--- config.mk ---
export PLATFORM = sky130hd
export DESIGN_NAME = mul_unit
export DESIGN_NICKNAME = d
export VERILOG_FILES = /design/src/rtl/mips_pkg.sv /design/src/rtl/mul_step.sv /design/src/rtl/mul_unit.sv
export SDC_FILE = /design/constraint.sdc
export NUM_CORES = 1
export LEC_CHECK = 0
export BUFFER_PORTS_ARGS = -buffer_cell sky130_fd_sc_hd__buf_4
export CAP_MARGIN = 20
export CELL_PAD_IN_SITES_DETAIL_PLACEMENT = 1
export CELL_PAD_IN_SITES_GLOBAL_PLACEMENT = 1
export CORE_MARGIN = 2
export CORE_UTILIZATION = 40
export DETAILED_ROUTE_END_ITERATION = 8
export PLACE_DENSITY = 0.8
export SETUP_SLACK_MARGIN = 0.2
export SYNTH_ARGS = -nofsm -noshare
export SYNTH_HDL_FRONTEND = slang
export SYNTH_SLANG_ARGS = --single-unit
--- constraint.sdc ---
create_clock -name clk_i -period 2.7 [get_ports clk_i]
set_clock_uncertainty 0.05 [all_clocks]
set_input_delay 0.405 -clock clk_i [delete_from_list [all_inputs] [get_ports clk_i]]
set_output_delay 0.405 -clock clk_i [all_outputs]
set_load 0.01 [all_outputs]
--- src/rtl/mips_pkg.sv ---
// Shared MIPS decode constants and multiplier state encodings.
package mips_pkg;

   localparam logic [5:0] FUNCT_MUL  = 6'b011000;
   localparam int unsigned REG_ADDR_W = 5;

   typedef enum logic [1:0] {
      S_IDLE = 2'd0,
      S_RUN  = 2'd1,
      S_DONE = 2'd2
   } mul_state_e;

endpackage

--- src/rtl/mul_step.sv ---
// One multiply iteration: adds the partial products of STEP multiplier bits to the accumulator.
module mul_step #(
   parameter int unsigned WIDTH = 32,
   parameter int unsigned STEP  = 1
) (
   input  logic [WIDTH-1:0] acc_i,
   input  logic [WIDTH-1:0] a_i,
   input  logic [STEP-1:0]  b_i,
   output logic [WIDTH-1:0] sum_o
);

   always_comb begin
      sum_o = acc_i;
      for (int i = 0; i < STEP; i++) begin
         if (b_i[i]) begin
            sum_o = sum_o + (a_i << i);
         end
      end
   end

endmodule

--- src/rtl/mul_unit.sv ---
// Iterative multiplier for MIPS mul: low WIDTH bits of src1*src2, STEP bits per cycle.
module mul_unit
   import mips_pkg::*;
#(
   parameter int unsigned WIDTH = 32,
   parameter int unsigned STEP  = 1
) (
   input  logic                  clk_i,
   input  logic                  rst_i,
   input  logic                  start_i,
   input  logic                  flush_i,
   input  logic [WIDTH-1:0]      src1_i,
   input  logic [WIDTH-1:0]      src2_i,
   input  logic [REG_ADDR_W-1:0] rd_i,
   output logic                  busy_o,
   output logic                  stall_o,
   output logic                  done_o,
   output logic [WIDTH-1:0]      result_o,
   output logic [REG_ADDR_W-1:0] rd_o
);

   localparam int unsigned N    = WIDTH / STEP;
   localparam int unsigned CntW = (N > 1) ? $clog2(N) : 1;
   localparam logic [CntW-1:0] CntLast = CntW'(N - 1);

   mul_state_e state_q, state_d;
   logic [WIDTH-1:0]      a_q, a_d, b_q, b_d, acc_q, acc_d;
   logic [WIDTH-1:0]      result_q, result_d;
   logic [CntW-1:0]       cnt_q, cnt_d;
   logic [REG_ADDR_W-1:0] tag_q, tag_d, rd_q, rd_d;
   logic [WIDTH-1:0]      step_sum;

   mul_step #(
      .WIDTH (WIDTH),
      .STEP  (STEP)
   ) u_step (
      .acc_i (acc_q),
      .a_i   (a_q),
      .b_i   (b_q[STEP-1:0]),
      .sum_o (step_sum)
   );

   always_comb begin
      state_d  = state_q;
      a_d      = a_q;
      b_d      = b_q;
      acc_d    = acc_q;
      cnt_d    = cnt_q;
      tag_d    = tag_q;
      result_d = result_q;
      rd_d     = rd_q;
      unique case (state_q)
         S_IDLE: begin
            // Flush outranks a simultaneous start.
            if (start_i && !flush_i) begin
               a_d     = src1_i;
               b_d     = src2_i;
               tag_d   = rd_i;
               acc_d   = '0;
               cnt_d   = '0;
               state_d = S_RUN;
            end
         end
         S_RUN: begin
            if (flush_i) begin
               state_d = S_IDLE;
            end else begin
               acc_d = step_sum;
               a_d   = a_q << STEP;
               b_d   = b_q >> STEP;
               cnt_d = cnt_q + 1'b1;
               if (cnt_q == CntLast) begin
                  result_d = step_sum;
                  rd_d     = tag_q;
                  state_d  = S_DONE;
               end
            end
         end
         S_DONE: state_d = S_IDLE;
         default: state_d = S_IDLE;
      endcase
   end

   always_ff @(posedge clk_i or negedge rst_i) begin
      if (!rst_i) begin
         state_q  <= S_IDLE;
         a_q      <= '0;
         b_q      <= '0;
         acc_q    <= '0;
         cnt_q    <= '0;
         tag_q    <= '0;
         result_q <= '0;
         rd_q     <= '0;
      end else begin
         state_q  <= state_d;
         a_q      <= a_d;
         b_q      <= b_d;
         acc_q    <= acc_d;
         cnt_q    <= cnt_d;
         tag_q    <= tag_d;
         result_q <= result_d;
         rd_q     <= rd_d;
      end
   end

   assign busy_o   = (state_q == S_RUN);
   assign done_o   = (state_q == S_DONE);
   assign stall_o  = ((state_q == S_IDLE) && start_i) || (state_q == S_RUN);
   assign result_o = result_q;
   assign rd_o     = rd_q;

endmodule

==> results.sh <==
export IMPL_run_status="finished with violations"
export IMPL_violations="negative setup slack"
export IMPL_start_util_pct=40.8
export IMPL_synth_seq_cells=145
export IMPL_critPathTopFamily="compound AO/OA/AOI/OAI gates"
export IMPL_wl_per_cell_um=20.5
export IMPL_slew_violations=0
export IMPL_ctsRootBufferMaster="clkbuf_16"
export IMPL_r2r_start="acc_q[0]$_DFFE_PN0P_"
export IMPL_powerDensity_nw_per_um2=722
export IMPL_io_pins=113
export IMPL_post_route_period_util_pct=106
export IMPL_syn_area_um2=7910
export IMPL_worst_path_max_fanout=5
export IMPL_area_delta_synth_final_pct=35.8
export IMPL_clk_latency_ns=0.45
export IMPL_r2r_end="result_o[28]$_DFFE_PN0P_"
export IMPL_reg2reg_depth=10
export IMPL_post_synth_main_area_contributors="dfrtp_1 (46%), mux2i_1 (7.6%), o21ai_0 (5.6%)"
export IMPL_crit_type="reg -> reg"
export IMPL_rsz0062_at_grt="yes"
export IMPL_synth_area_leader_cell="dfrtp_1"
export IMPL_yosys_warnings=0
export IMPL_grt_pass1_vias=7498
export IMPL_async_flop_share_pct=100
export IMPL_synth_area_mux_share_pct=8.31
export IMPL_crit_chain="ha_2 > fa_2 > a21o_1 > a221oi_4 > o211a_4 > o311ai_2 > a31oi_2 > o21ai_2 > or3_4 > nand3_1"
export IMPL_hold_depth=3
export IMPL_num_vias=7105
export IMPL_setup_viol=14
export IMPL_grt_ovfl_total=0
export IMPL_core_area_um2=19400
export IMPL_dr_pass1_iters=5
export IMPL_synth_commonest_cells="dfrtp_1 (145), nand2_1 (116), o21ai_0 (89), mux2i_1 (60), a21oi_1 (50)"
export IMPL_avgSynthCellArea_um2=9.74
export IMPL_grt_max_degree=68
export IMPL_place_worst_setup_slack_ns=-0.231
export IMPL_fp_dieW_um=145
export IMPL_p_leak_uw=0.00512
export IMPL_hpwl_mm=15.8
export IMPL_synth_top_family_by_area="compound AO/OA/AOI/OAI gates"
export IMPL_synth_most_common_cell="dfrtp_1"
export IMPL_slowest_delay_ns=0.40
export IMPL_synth_edf_count=0
export IMPL_maxCapViolCount=0
export IMPL_met1_usage_pct=29.1
export IMPL_antenna_cells=0
export IMPL_detail_route_antenna_nets=0
export IMPL_hold_violations=0
export IMPL_synthFlopType="dfrtp_1"
export IMPL_grt_usage_pct=24.2
export IMPL_max_freq_mhz=349
export IMPL_min_from="src2_i[13]"
export IMPL_clock_sinks=145
export IMPL_drive_gt1_share_pct=32.5
export IMPL_synth_xor_area_share_pct=3.43
export IMPL_num_rows=51
export IMPL_synthAdderAreaFrac_pct=5.48
export IMPL_viasPerCell=5.69
export IMPL_cp_end_kind="register"
export IMPL_instances_no_fill=1248
export IMPL_finalWirelength_mm=25.5
export IMPL_synth_compound_area_share_pct=20.6
export IMPL_nNetsFinal=1077
export IMPL_yosysTopAreaCellShare_pct=45.9
export IMPL_tightest_slew_ns=0.840
export IMPL_hold_end="b_q[13]$_DFFE_PN0P_"
export IMPL_fillers=2120
export IMPL_hold_class="in -> reg"
export IMPL_place_congestion=0.923
export IMPL_top_usage_layer="met2"
export IMPL_floorplan_die_area_um2=20900
export IMPL_syn_nets=919
export IMPL_drc=0
export IMPL_synth_cells=812
export IMPL_period_needed_ns=2.86
export IMPL_cpMaxStageDelayCell="dfrtp_1"
export IMPL_yosysSeqAreaShare_pct=45.9
export IMPL_cts_tree="done"
export IMPL_rrSetupSlack_ns=-0.16
export IMPL_die_h_um=145
export IMPL_use_met3_pct=5.93
export IMPL_grt_pass1_wl_mm=39.2
export IMPL_setup_slack_ns=-0.163
export IMPL_clk_pin_slew_worst_paths_ns=0.08
export IMPL_synthDistinctLibCells=66
export IMPL_crit_buf_inv=0
export IMPL_dp_cells=1192
export IMPL_yosys_area_share_simple_pct=12.2
export IMPL_cts_buffer_depth=2
export IMPL_slew_headroom_pct=43.9
export IMPL_htreeDepth=4
export IMPL_port_buffers=112
export IMPL_crit_required_ns=3.02
export IMPL_drt_iter0_drc=372
export IMPL_use_met2_pct=42.6
export IMPL_worst_setup_path_start_kind="register"
export IMPL_ir_drop_mv=0.490
export IMPL_worstPathArrival_ns=3.19
export IMPL_cts_buffers=17
export IMPL_antenna_found_initial=0
==> worst max-delay path by stage <==
stage | startpoint | end | slack [ns] | depth (start not counted)
floorplan | acc_q[0]$_DFFE_PN0P_ | acc_q[30]$_DFFE_PN0P_ | 0.06 | 9
global placement | acc_q[0]$_DFFE_PN0P_ | acc_q[30]$_DFFE_PN0P_ | -0.12 | 9
detailed placement | acc_q[0]$_DFFE_PN0P_ | acc_q[30]$_DFFE_PN0P_ | -0.23 | 9
CTS | acc_q[0]$_DFFE_PN0P_ | acc_q[30]$_DFFE_PN0P_ | -0.009 | 9
global route | acc_q[0]$_DFFE_PN0P_ | acc_q[26]$_DFFE_PN0P_ | -0.22 | 10
finish | acc_q[0]$_DFFE_PN0P_ | result_o[28]$_DFFE_PN0P_ | -0.16 | 10
==> layout by cell type, fill, tap and decap left out, types with 12 or more instances in the layout <==
master and count:
o21ai_0 68, xnor2_1 12, nand2_1 114, a222oi_1 20, nor2_1 32, mux2i_1 60, ha_1 15, a21oi_1 36
a22o_1 25, buf_4 181, ha_4 14, a21o_1 17, clkbuf_16 17, xnor2_2 12, o21ai_1 17, dfrtp_1 145
inv_1 30
==> area by class of cell <==
| type | count | area, µm² | area share, % |
|---|---|---|---|
| tap | 265 | 332 | 3.09 |
| sequential | 145 | 3630 | 33.8 |
| clock buffer | 17 | 425 | 3.96 |
| inverter | 30 | 113 | 1.05 |
| multi-input combinational | 586 | 4570 | 42.6 |
| clock inverter | 15 | 189 | 1.76 |
| timing repair buffer | 190 | 1480 | 13.8 |
==> kinds of logic after synthesis <==
kind of cell | count (synthesis)
xor+xnor | 31
buf+inv | 81
simple gates | 210
fa+ha+maj | 34
mux | 65
flops | 145
compound gates | 246
==> per-stage QoR <==
stage | util (%) | area (µm²) | hold WS, ns | setup TNS, ns | total power (µW)
after detailed placement | 48.2 | 9350 | 0.340 | -1.46 | 4820
after CTS | 53.6 | 10400 | 0.0880 | -0.0259 | 7540
after global routing | 55.3 | 10700 | 0.106 | -2.37 | 8110
after floorplan | - | 7930 | 0.0594 | 0 | 4070
after global placement | 48.2 | 9350 | 0.344 | -0.614 | 4730
final | 55.3 | 10700 | 0.107 | -1.05 | 7750
==> registers in the layout, indices dropped and copies added (netlist names) <==
register,cells
a_q,32
acc_q,32
b_q,32
cnt_q,5
rd_o,5
result_o,32
state_q,2
tag_q,5
==> per-layer routing <==
layer / vias up / part of all wire [%]
met1: 3582 / 40
met4: 0 / 2.7
li1: 3260 / -
met2: 208 / 52
met3: 55 / 5.2
met5: - / 0
==> worst register-to-register path, stage by stage (launching register included) <==
cell and delay (ns):
dfrtp_1 0.40, ha_2 0.21, fa_2 0.36, a21o_1 0.20, a221oi_4 0.34, o211a_4 0.27, o311ai_2 0.13, a31oi_2 0.29
o21ai_2 0.12, or3_4 0.34, nand3_1 0.09
==> report_power, final <==
group / leakage (µW) / internal (µW) / switching [µW] / total, µW
logic: 0.00291 / 1190 / 1370 / 2560
registers: 0.00191 / 2480 / 301 / 2780
clock network: 0.000298 / 1260 / 1150 / 2410
==> what timing repair did <==
item,CTS,global route
gates cloned,0,0
resized for setup,57,50
endpoints found under the setup margin,41,45
hold buffers,1,0
buffers inserted,16,7
pin swaps,30,31
hold endpoints to repair,49,0
(Power assumes the default switching activity.)
